**src/rtl/bin2bcd_seq.sv**
```systemverilog
// Purpose : iterative shift-and-add-3 (double-dabble) binary-to-BCD converter, one input bit per clock.
// Latency : BIN_W+1 cycles from accepted start to done; FIN returns to IDLE, so back-to-back accepts are BIN_W+2 cycles apart.
// Backpr. : none queued; start is sampled only in IDLE and ignored while busy.
//
// Ports:
//   clk      rising-edge clock
//   rst_n    asynchronous active-low reset
//   start    conversion request, sampled only in IDLE
//   bin_in   binary operand, captured on the accepting edge
//   busy     high while SHIFT or FIN
//   done     one-cycle pulse, bcd_out freshly updated
//   bcd_out  packed BCD result, digit 0 in [3:0], held until the next done
module bin2bcd_seq #(
  parameter int BIN_W  = 8,
  parameter int DIGITS = 3
) (
  input  logic                  clk,
  input  logic                  rst_n,
  input  logic                  start,
  input  logic [BIN_W-1:0]      bin_in,
  output logic                  busy,
  output logic                  done,
  output logic [4*DIGITS-1:0]   bcd_out
);

  localparam int BCD_W = 4 * DIGITS;
  localparam int CNT_W = $clog2(BIN_W + 1);

  typedef enum logic [1:0] {
    IDLE  = 2'd0,
    SHIFT = 2'd1,
    FIN   = 2'd2
  } state_t;

  state_t             state_q;
  logic [BIN_W-1:0]   bin_sh_q;
  logic [BCD_W-1:0]   bcd_sh_q;
  logic [CNT_W-1:0]   cnt_q;
  logic               busy_q;
  logic               done_q;
  logic [BCD_W-1:0]   bcd_out_q;

  logic [BCD_W-1:0]   bcd_adj;
  logic [BCD_W-1:0]   bcd_sh_d;
  logic [BIN_W-1:0]   bin_sh_d;

  // Per-digit add-3 correction; each nibble wraps within itself so no
  // correction ever carries into the neighbouring digit.
  always_comb begin
    bcd_adj = '0;
    for (int d = 0; d < DIGITS; d++) begin
      if (bcd_sh_q[4*d +: 4] >= 4'd5) begin
        bcd_adj[4*d +: 4] = bcd_sh_q[4*d +: 4] + 4'd3;
      end else begin
        bcd_adj[4*d +: 4] = bcd_sh_q[4*d +: 4];
      end
    end
  end

  // Shift {bcd, bin} left by one; the bcd MSB falls off (only reachable on
  // parameter misuse) and the binary LSB fills with zero.
  always_comb begin
    bcd_sh_d = {bcd_adj[BCD_W-2:0], bin_sh_q[BIN_W-1]};
    bin_sh_d = bin_sh_q << 1;
  end

  always_ff @(posedge clk or negedge rst_n) begin
    if (!rst_n) begin
      state_q   <= IDLE;
      bin_sh_q  <= '0;
      bcd_sh_q  <= '0;
      cnt_q     <= '0;
      busy_q    <= 1'b0;
      done_q    <= 1'b0;
      bcd_out_q <= '0;
    end else begin
      case (state_q)
        IDLE: begin
          done_q <= 1'b0;
          if (start) begin
            bin_sh_q <= bin_in;
            bcd_sh_q <= '0;
            cnt_q    <= CNT_W'(BIN_W);
            busy_q   <= 1'b1;
            state_q  <= SHIFT;
          end else begin
            busy_q   <= 1'b0;
          end
        end
        SHIFT: begin
          bin_sh_q <= bin_sh_d;
          bcd_sh_q <= bcd_sh_d;
          cnt_q    <= cnt_q - CNT_W'(1);
          busy_q   <= 1'b1;
          if (cnt_q == CNT_W'(1)) begin
            // Last bit: publish the fully shifted value on the FIN entry edge.
            bcd_out_q <= bcd_sh_d;
            done_q    <= 1'b1;
            state_q   <= FIN;
          end
        end
        FIN: begin
          done_q  <= 1'b0;
          busy_q  <= 1'b0;
          state_q <= IDLE;
        end
        default: begin
          done_q  <= 1'b0;
          busy_q  <= 1'b0;
          state_q <= IDLE;
        end
      endcase
    end
  end

  assign busy    = busy_q;
  assign done    = done_q;
  assign bcd_out = bcd_out_q;

endmodule

```
**config.mk**
```make
export PLATFORM = sky130hd
export DESIGN_NAME = bin2bcd_seq
export DESIGN_NICKNAME = d
export VERILOG_FILES = /design/src/rtl/bin2bcd_seq.sv
export SDC_FILE = /design/constraint.sdc
export NUM_CORES = 1
export LEC_CHECK = 0
export BUFFER_PORTS_ARGS = -buffer_cell sky130_fd_sc_hd__buf_2
export CAP_MARGIN = 20
export CORE_ASPECT_RATIO = 0.75
export CORE_UTILIZATION = 56
export DETAILED_ROUTE_END_ITERATION = 7
export PLACE_DENSITY_LB_ADDON = 0.15
export SYNTH_ARGS = -nofsm -noshare
export SYNTH_HDL_FRONTEND = slang
export SYNTH_SLANG_ARGS = --single-unit
```
**constraint.sdc**
```tcl
create_clock -name clk -period 1.8 [get_ports clk]
set_input_delay 0.27 -clock clk [delete_from_list [all_inputs] [get_ports clk]]
set_output_delay 0.27 -clock clk [all_outputs]
set_load 0.02 [all_outputs]
```
==> results_dict.tcl, run 1 <==
set metrics [dict create \
    fin_crit_sh 0.929 \
    drt-pass1-iter-count 4 \
    synth_ff_type "dfrtp_1" \
    ff2ff_setup_slack_ns 0.13 \
    top_layer "met4" \
    drv_cap 0 \
    yosys_register_bits 40 \
    criticalPathCategory "register to register" \
    cp-end-kind "register" \
    reg2regPathDepth 6 \
    drive_above_1_share 0.216 \
    slew_violations 0 \
    overflow 0 \
    syn_area_per_cell_sq_um 10.9 \
    setup_viol 0 \
    max_freq_mhz 598 \
    worstSetupEndpoint "bcd_out[6]" \
    synthTopCellsByArea "dfrtp_1, ha_1, o21ai_0" \
    drc 0 \
    hold_path.class "input port to register" \
    r2r-end "bcd_out[6]" \
    dieArea_sq_um 3690 \
    cp_max_fo 5 \
    yosysUniqueCellTypes 30 \
    finalClockSkew_ns 0.00817 \
    areaGrowthSynthToFinish_pct 13.7 \
    ir_worst_vdd_mv 1.02 \
    cts_made_buffers 5 \
    setup_tns_ns 0 \
    grt_usage 0.243 \
    yosysWarnings 0 \
    p_leak_uw 0.00106 \
    cts_buffer_depth 2 \
    clockRootBuffer "clkbuf_8" \
    cts.clk_slew.worst_paths_ns 0.08 \
    worst_ep_arrival_time_ns 1.86 \
    die_x_um 69.8 \
    status "finished, final reports clean" \
    synth_commonest_cells "dfrtp_1, o21ai_0, a21oi_1" \
    dpl.hpwl_um 2940 \
    die_h_um 52.9 \
    syn_nets 197 \
    slew_headroom 0.634 \
    netlist_instances 178 \
    diodes 0 \
    required_ns 1.98 \
    synth_top_area_cell "dfrtp_1" \
    hold_viol 0 \
    synth.most_common_cell "dfrtp_1" \
    grt_pass1_vias 1403 \
    grt_max_degree 24 \
    wl_met1_um 1920 \
    via_per_inst 5.91 \
    cts_sinks 40 \
    n_fill_cell 261 \
    holdWs_ns 0.264 \
    wirelength_um 4140 \
    period_needed_ns 1.67 \
    antenna_found_initial 0 \
    rsz0062_at_grt "false" \
    route.met3.wl_um 255 \
    synth_top_area_share 0.518 \
    power_density_nw_per_um2 1900 \
    cts_setup_buffers 0 \
    fp-row-count 18 \
    core_sq_um 3290 \
    ys_async_sr_fraction 1.00 \
    grt_pass1_wl_um 6630 \
    gp_congestion 0.800 \
    cp-start-kind "register" \
    layout.nets 226 \
    cts_tree "done" \
    ys_seq_area_frac 0.518 \
    insertion_delay_ns 0.29 \
    start_util 0.588 \
    drt_iter0_drc 80 \
    via_count 1466 \
    drtAntennaViolNets 0 \
    port_buffers 24 \
    syn_area_sq_um 1930 \
    synth_edf_count 0 \
    ios 25 \
    cp-startpoint "bcd_sh_q[4]" \
    h-tree-depth 2 \
    critical_path.reg2reg.startpoint "bcd_sh_q[4]" \
    wl_met2_um 1930 \
    wire_per_inst_um 16.7 \
    tightestPinTransition_ns 0.548 \
]
-- worst max-delay path, stage by stage, from the launching register on --
cell and delay, ns:
dfrtp_1 0.40, inv_1 0.12, ha_1 0.26, nand2b_1 0.10, a21oi_1 0.27, mux2i_1 0.15, mux2_2 0.28
-- where the power goes --
part | leakage [uW] | total (uW) | internal [uW] | switching [uW]
Sequential | 0.000506 | 1630 | 1290 | 341
Combinational | 0.000511 | 1940 | 830 | 1110
Clock | 0.0000455 | 611 | 313 | 298
Total | 0.00106 | 4180 | 2440 | 1750
-- routing by layer --
| layer | up-vias | track usage |
|---|---|---|
| met3 | 6 | 0.0724 |
| met4 | 0 | 0.0700 |
| met2 | 51 | 0.404 |
| met5 | - | 0 |
| met1 | 717 | 0.312 |
| li1 | 692 | - |
-- registers in the layout (all words and copies together), names as in the netlist --
name / cells
bcd_out: 12
bcd_sh_q: 12
bin_sh_q: 8
state_q: 2
busy: 1
done: 1
cnt_q: 4
-- final cells by class --
cell class	instances	area, sq um	share of cell area
flip-flops and latches	40	1000	0.456
clock buffers	8	90.1	0.0410
well taps	40	50.0	0.0228
repair buffers	31	188	0.0855
inverters	10	42.5	0.0194
multi-input cells	119	825	0.375
-- through the flow --
step	instance area [sq um]	power [uW]	setup WS [ns]	cells	utilization
detailed placement	2090	3550	0.0888	239	0.636
floorplan	1930	3030	0.215	178	-
global placement	2090	3440	0.173	239	0.636
CTS	2190	4180	0.0503	248	0.666
global route	2200	4470	0.0303	248	0.668
finish	2200	4180	0.127	248	0.668
-- how the worst min path moves through the flow --
| stage | startpoint | endpoint | cells after the start | slack (ns) |
|---|---|---|---|---|
| floorplan | rst_n | bcd_out[0] | 0 | -0.03 |
| global placement | rst_n | bin_sh_q[2] | 1 | 0.23 |
| detailed placement | rst_n | bin_sh_q[2] | 1 | 0.24 |
| CTS | bin_in[4] | bin_sh_q[4] | 3 | 0.26 |
| global route | bin_in[7] | bin_sh_q[7] | 3 | 0.26 |
| finish | bin_in[4] | bin_sh_q[4] | 3 | 0.26 |
-- placed cells by master (no fill, tap or decap), drive strengths merged, types with 4 or more instances in the layout --
cell type and count:
a22o 5, ha 8, o21ai 20, and2b 8
o22ai 5, a21oi 17, mux2 5, nand2 11
buf 30, nand2b 5, clkbuf 8, nor3b 6
mux2i 4, inv 9, a22oi 7, dfrtp 40
-- cells by family (layout without fill, tap and decap cells) --
| family | count (synthesis) | after routing | synth area share |
|---|---|---|---|
| mux | 9 | 9 | 0.0499 |
| buf+inv | 19 | 49 | 0.0576 |
| simple gates | 38 | 38 | 0.115 |
| flops | 40 | 40 | 0.518 |
| xor+xnor | 3 | 3 | 0.0136 |
| compound gates | 61 | 61 | 0.194 |
| fa+ha+maj | 8 | 8 | 0.0518 |
-- what timing repair did --
item	4_1_cts	5_1_grt
hold endpoints to repair	17	0
hold buffers	1	0
setup endpoints to repair	0	5
resized for setup	0	1
Note: power is estimated with default switching activity, not from simulation.
==> run 2, diff against run 1 <==
--- a/config.mk
+++ b/config.mk
@@ -5,10 +5,13 @@
 export SDC_FILE = /design/constraint.sdc
 export NUM_CORES = 1
 export LEC_CHECK = 0
+export ABC_AREA = 1
 export BUFFER_PORTS_ARGS = -buffer_cell sky130_fd_sc_hd__buf_2
 export CAP_MARGIN = 20
+export CELL_PAD_IN_SITES_DETAIL_PLACEMENT = 1
+export CELL_PAD_IN_SITES_GLOBAL_PLACEMENT = 1
 export CORE_ASPECT_RATIO = 0.75
-export CORE_UTILIZATION = 56
+export CORE_UTILIZATION = 30
 export DETAILED_ROUTE_END_ITERATION = 7
 export PLACE_DENSITY_LB_ADDON = 0.15
 export SYNTH_ARGS = -nofsm -noshare
==> results_dict.tcl, run 2 <==
set metrics [dict create \
    ios 25 \
    drt-pass1-iter-count 4 \
    switching_share 0.449 \
    period_needed_ns 1.46 \
    r2r-end "bcd_out[3]" \
    crit_chain "inv_1 -> ha_1 -> nand3_2 -> nor2_4 -> inv_2 -> nand2_1 -> o21ai_0" \
    cp_max_fo 14 \
    ir_worst_vdd_mv 0.623 \
    finalPower_uw 4140 \
    status "finished, final reports clean" \
    cp-end-kind "register" \
    synthTopCellsByArea "dfrtp_1, nand2_1, ha_1" \
    timing.critical_path.buf_inv 2 \
    layout.nets 278 \
    critical_path.reg2reg.startpoint "cnt_q[1]" \
    wire_per_inst_um 13.3 \
    h-tree-depth 2 \
    die_h_um 71.9 \
    ys_async_sr_fraction 1.00 \
    tightestPinTransition_ns 0.541 \
    yosysUniqueCellTypes 22 \
    final_common_cell "nand2_1" \
    yosys_register_bits 40 \
    clockRootBuffer "clkbuf_8" \
    insertion_delay_ns 0.29 \
    setup_viol 0 \
    n_fill_cell 762 \
    slew_violations 0 \
    dieArea_sq_um 6840 \
    syn_area_sq_um 1950 \
    worst_ep_arrival_time_ns 1.62 \
    synth.most_common_cell "nand2_1" \
    netlist_instances 229 \
    critical_path.slowest_cell "dfrtp_1" \
    via_count 1573 \
    die_x_um 95.2 \
    seq_area_sq_um 1000 \
    ff2ff_setup_slack_ns 0.34 \
    cts_sinks 40 \
    synth_top_area_cell "dfrtp_1" \
    yosysWarnings 0 \
    drv_cap 0 \
    finalClockSkew_ns 0.00543 \
    crit_family "simple AND/OR/NAND/NOR gates" \
    drive_above_1_share 0.173 \
    grt_pass1_wl_um 7900 \
    cts_made_buffers 5 \
    ys_seq_area_frac 0.512 \
    cts.clk_slew.worst_paths_ns 0.08 \
    cts_tree "done" \
    slew_headroom 0.639 \
    fp-row-count 25 \
    grt_usage 0.154 \
    hold_path.class "input port to register" \
    hold_viol 0 \
    wirelength_um 4550 \
    cts_buffer_depth 2 \
    fin_crit_sh 0.810 \
    core_sq_um 6290 \
    dpl.hpwl_um 3370 \
    synth_top_area_share 0.512 \
    drtAntennaViolNets 0 \
    hold_depth 3 \
    min_from "bin_in[0]" \
    drt_iter0_drc 44 \
    port_buffers 24 \
    multi_input_area_sq_um 798 \
    synth_commonest_cells "nand2_1, dfrtp_1, inv_1" \
    rsz0062_at_grt "false" \
    setup_tns_ns 0 \
    gp_congestion 0.746 \
    overflow 0 \
    drc 0 \
    syn_area_per_cell_sq_um 8.53 \
    grt_pass1_vias 1603 \
    start_util 0.311 \
    p_comb_frac 0.474 \
    cts_resized 0 \
    min_to "bin_sh_q[0]" \
    areaGrowthSynthToFinish_pct 15.7 \
    cts_setup_buffers 0 \
    required_ns 1.96 \
    pwr-share-clk 0.151 \
    cp-start-kind "register" \
    sequentialPowerShare 0.374 \
    reg2regPathDepth 7 \
    criticalPathCategory "register to register" \
    antenna_found_initial 0 \
    switchingPower_uw 1860 \
    grt_max_degree 22 \
    syn_nets 248 \
    max_freq_mhz 685 \
    synth_ff_type "dfrtp_1" \
    via_per_inst 4.61 \
    mostFrequentLayoutCells "nand2_1, dfrtp_1, buf_2" \
    diodes 0 \
    max_stage_delay_ns 0.37 \
    p_int_uw 2280 \
    p_leak_uw 0.00118 \
    synth_edf_count 0 \
    power_density_nw_per_um2 1830 \
]
==> run 2: metrics by stage <==
stage          std cells  instance area [sq um]  utilization  hold slack, ns  worst slack [ns]
2_1_floorplan        229                   1950            -         -0.0256             0.566
5_1_grt              341                   2260        0.359           0.189             0.184
3_3_place_gp         332                   2160        0.343           0.281             0.323
3_5_place_dp         332                   2160        0.343           0.294             0.301
4_1_cts              341                   2260        0.359           0.182             0.287
6_report             341                   2260        0.359           0.184             0.341
==> run 2: area by class of cell <==
class,count,area share
Clock buffer,6,0.0365
Clock inverter,2,0.00443
Inverter,25,0.0415
Multi-Input combinational cell,158,0.353
Sequential cell,40,0.443
Tap cell,81,0.0449
Timing Repair Buffer,29,0.0764
==> run 2: what timing repair did <==
action                     4_1_cts  5_1_grt
hold endpoints to repair        20        0
setup endpoints to repair        0        0
hold buffers                     1        0
==> run 2: metal layers <==
metal  part of all wire  global-route usage  up-vias
met1               0.51               0.220      745
met5                  0                   0        -
met3              0.034              0.0382        4
met4             0.0088              0.0455        0
li1                   -                   -      792
met2               0.44               0.228       32
==> run 2: tightest hold or removal path: cells and delay by family <==
family,cells,cell delay [ns]
buffers and inverters,1,0.07
and+or+nand+nor,2,0.10
==> run 2: how the worst max path moves through the flow <==
| stage | startpoint | end | slack (ns) | depth (start not counted) |
|---|---|---|---|---|
| 2_1_floorplan | cnt_q[1] | bcd_out[4] | 0.57 | 8 |
| 3_3_place_gp | cnt_q[1] | bcd_out[3] | 0.32 | 7 |
| 3_5_place_dp | cnt_q[1] | bcd_out[3] | 0.30 | 7 |
| 4_1_cts | cnt_q[1] | bcd_out[3] | 0.29 | 7 |
| 5_1_grt | cnt_q[1] | bcd_out[0] | 0.18 | 7 |
| 6_report | cnt_q[1] | bcd_out[3] | 0.34 | 7 |
==> run 2: power by group through the flow <==
| stage | combinational [uW] | clock (uW) | sequential, uW |
|---|---|---|---|
| floorplan | 1360 | 0 | 1680 |
| global placement | 1960 | 0 | 1570 |
| detailed placement | 2000 | 0 | 1570 |
| CTS | 2000 | 652 | 1560 |
| global route | 2270 | 692 | 1620 |
| finish | 1970 | 627 | 1550 |
==> run 2: logic make-up after synthesis <==
group	after synthesis	synth area share
buffers and inverters	31	0.0788
and+or+nand+nor	126	0.288
AOI/OAI and AO/OA	24	0.0698
adders and majority gates	8	0.0513
DFF	40	0.512
==> run 3, diff against run 2 <==
==> constraint.sdc (replaced) <==
create_clock -name clk -period 1.5 [get_ports clk]
set_input_delay 0.225 -clock clk [delete_from_list [all_inputs] [get_ports clk]]
set_output_delay 0.225 -clock clk [all_outputs]
set_load 0.02 [all_outputs]
==> results_dict.tcl, run 3 (same netlist as run 2, synthesis figures left out) <==
set metrics [dict create \
    power_density_nw_per_um2 2220 \
    critical_path.reg2reg.startpoint "bcd_sh_q[1]" \
    areaGrowthSynthToFinish_pct 17.4 \
    die_h_um 71.9 \
    drt-pass1-iter-count 4 \
    worstSetupEndpoint "bcd_out[1]" \
    slew_violations 0 \
    hold_viol 0 \
    cts_buffer_depth 2 \
    via_count 1582 \
    cp_max_fo 4 \
    via_per_inst 4.60 \
    max_stage_delay_ns 0.39 \
    cp-startpoint "bcd_sh_q[1]" \
    crit_chain "inv_1 -> ha_1 -> inv_1 -> nand2_1 -> nand3_1 -> nand2_1 -> nand3_1 -> nand2_1" \
    reg2regPathDepth 8 \
    grt_max_degree 41 \
    wirelength_um 4660 \
    cts_made_buffers 5 \
    drt_iter0_drc 72 \
    cts_tree "done" \
    max_freq_mhz 744 \
    critical_path.slowest_cell "dfrtp_1" \
    cts.clk_slew.worst_paths_ns 0.08 \
    dieArea_sq_um 6840 \
    holdBufCountCts 1 \
    tightestPinTransition_ns 0.332 \
    insertion_delay_ns 0.29 \
    required_ns 1.73 \
    diodes 0 \
    port_buffers 24 \
    slew_headroom 0.776 \
    cp-start-kind "register" \
    drive_above_1_share 0.183 \
    switching_share 0.444 \
    die_x_um 95.2 \
    p_int_uw 2830 \
    ir_worst_vdd_mv 0.650 \
    layout.nets 282 \
    cts_sinks 40 \
    pwr-share-clk 0.156 \
    drtAntennaViolNets 0 \
    wire_per_inst_um 13.5 \
    status "finished, final reports clean" \
    rsz0062_at_grt "false" \
    p_leak_uw 0.00120 \
    drc 0 \
    cp-end-kind "register" \
    setup_tns_ns 0 \
    finalClockSkew_ns 0.00332 \
    dpl.hpwl_um 3260 \
    grt_pass1_vias 1614 \
    fin_crit_sh 0.896 \
    finalPower_uw 5090 \
    worst_ep_arrival_time_ns 1.58 \
    hold_path.class "input port to register" \
    grt_pass1_wl_um 7910 \
    h-tree-depth 2 \
    drv_cap 0 \
    p_comb_frac 0.479 \
    period_needed_ns 1.34 \
    gp_congestion 0.769 \
    r2r-end "bcd_out[1]" \
    ios 25 \
    criticalPathCategory "register to register" \
    start_util 0.311 \
    grt_usage 0.155 \
    mostFrequentLayoutCells "nand2_1, dfrtp_1, buf_2" \
    cpMostUsedCell "nand2_1" \
    setup_viol 0 \
    fp-row-count 25 \
    final_common_cell "nand2_1" \
    overflow 0 \
    clockRootBuffer "clkbuf_8" \
    sequentialPowerShare 0.365 \
    switchingPower_uw 2260 \
    cts_setup_buffers 0 \
    antenna_found_initial 0 \
    core_sq_um 6290 \
    cts_resized 0 \
    ff2ff_setup_slack_ns 0.16 \
]
## run 3: changes by cell type in the layout (fill, tap and decap cells not counted), sizes merged
cell    delta
clkinv     -2
buf        +4
clkbuf     +1
## run 3: worst min path at each step
stage,cells after the start,start,to
2_1_floorplan,0,rst_n,bcd_out[0]
3_3_place_gp,2,rst_n,bcd_sh_q[11]
3_5_place_dp,2,rst_n,bcd_out[11]
4_1_cts,3,bin_in[0],bin_sh_q[0]
5_1_grt,3,bin_in[0],bin_sh_q[0]
6_report,3,bin_in[0],bin_sh_q[0]
## run 3: critical path, delay by kind of cell, from the launching register on
family | cells | cell delay (ns)
simple gates | 5 | 0.54
fa+ha+maj | 1 | 0.19
buf+inv | 2 | 0.17
flops | 1 | 0.39
## run 3: per-stage QoR
stage / std cells / hold WS (ns) / instance area [sq um] / util / worst slack (ns)
global placement: 336 / 0.218 / 2190 / 0.348 / 0.181
finish: 344 / 0.133 / 2290 / 0.365 / 0.156
floorplan: 229 / -0.0706 / 1950 / - / 0.266
global route: 344 / 0.140 / 2290 / 0.365 / 0.00102
detailed placement: 336 / 0.219 / 2190 / 0.348 / 0.147
CTS: 344 / 0.131 / 2290 / 0.365 / 0.146
## run 3: layout make-up
type,count,area (sq um)
fillers,774,3990
flip-flops and latches,40,1000
multi-input cells,158,798
repair buffers,33,203
well taps,81,101
clock buffers,7,96.3
inverters,25,93.8
## run 3: layer usage
layer  share of wire  global-route usage
met5               0                   0
met4           0.011              0.0455
met3           0.040              0.0393
met2            0.43               0.231
met1            0.52               0.219
## run 3: power by group through the flow
| stage | Combinational (uW) | Clock (uW) | Sequential, uW |
|---|---|---|---|
| after CTS | 2470 | 835 | 1860 |
| after global routing | 2780 | 879 | 1920 |
| after global placement | 2410 | 0 | 1870 |
| after detailed placement | 2450 | 0 | 1880 |
| after floorplan | 1630 | 0 | 2010 |
| final | 2430 | 796 | 1860 |
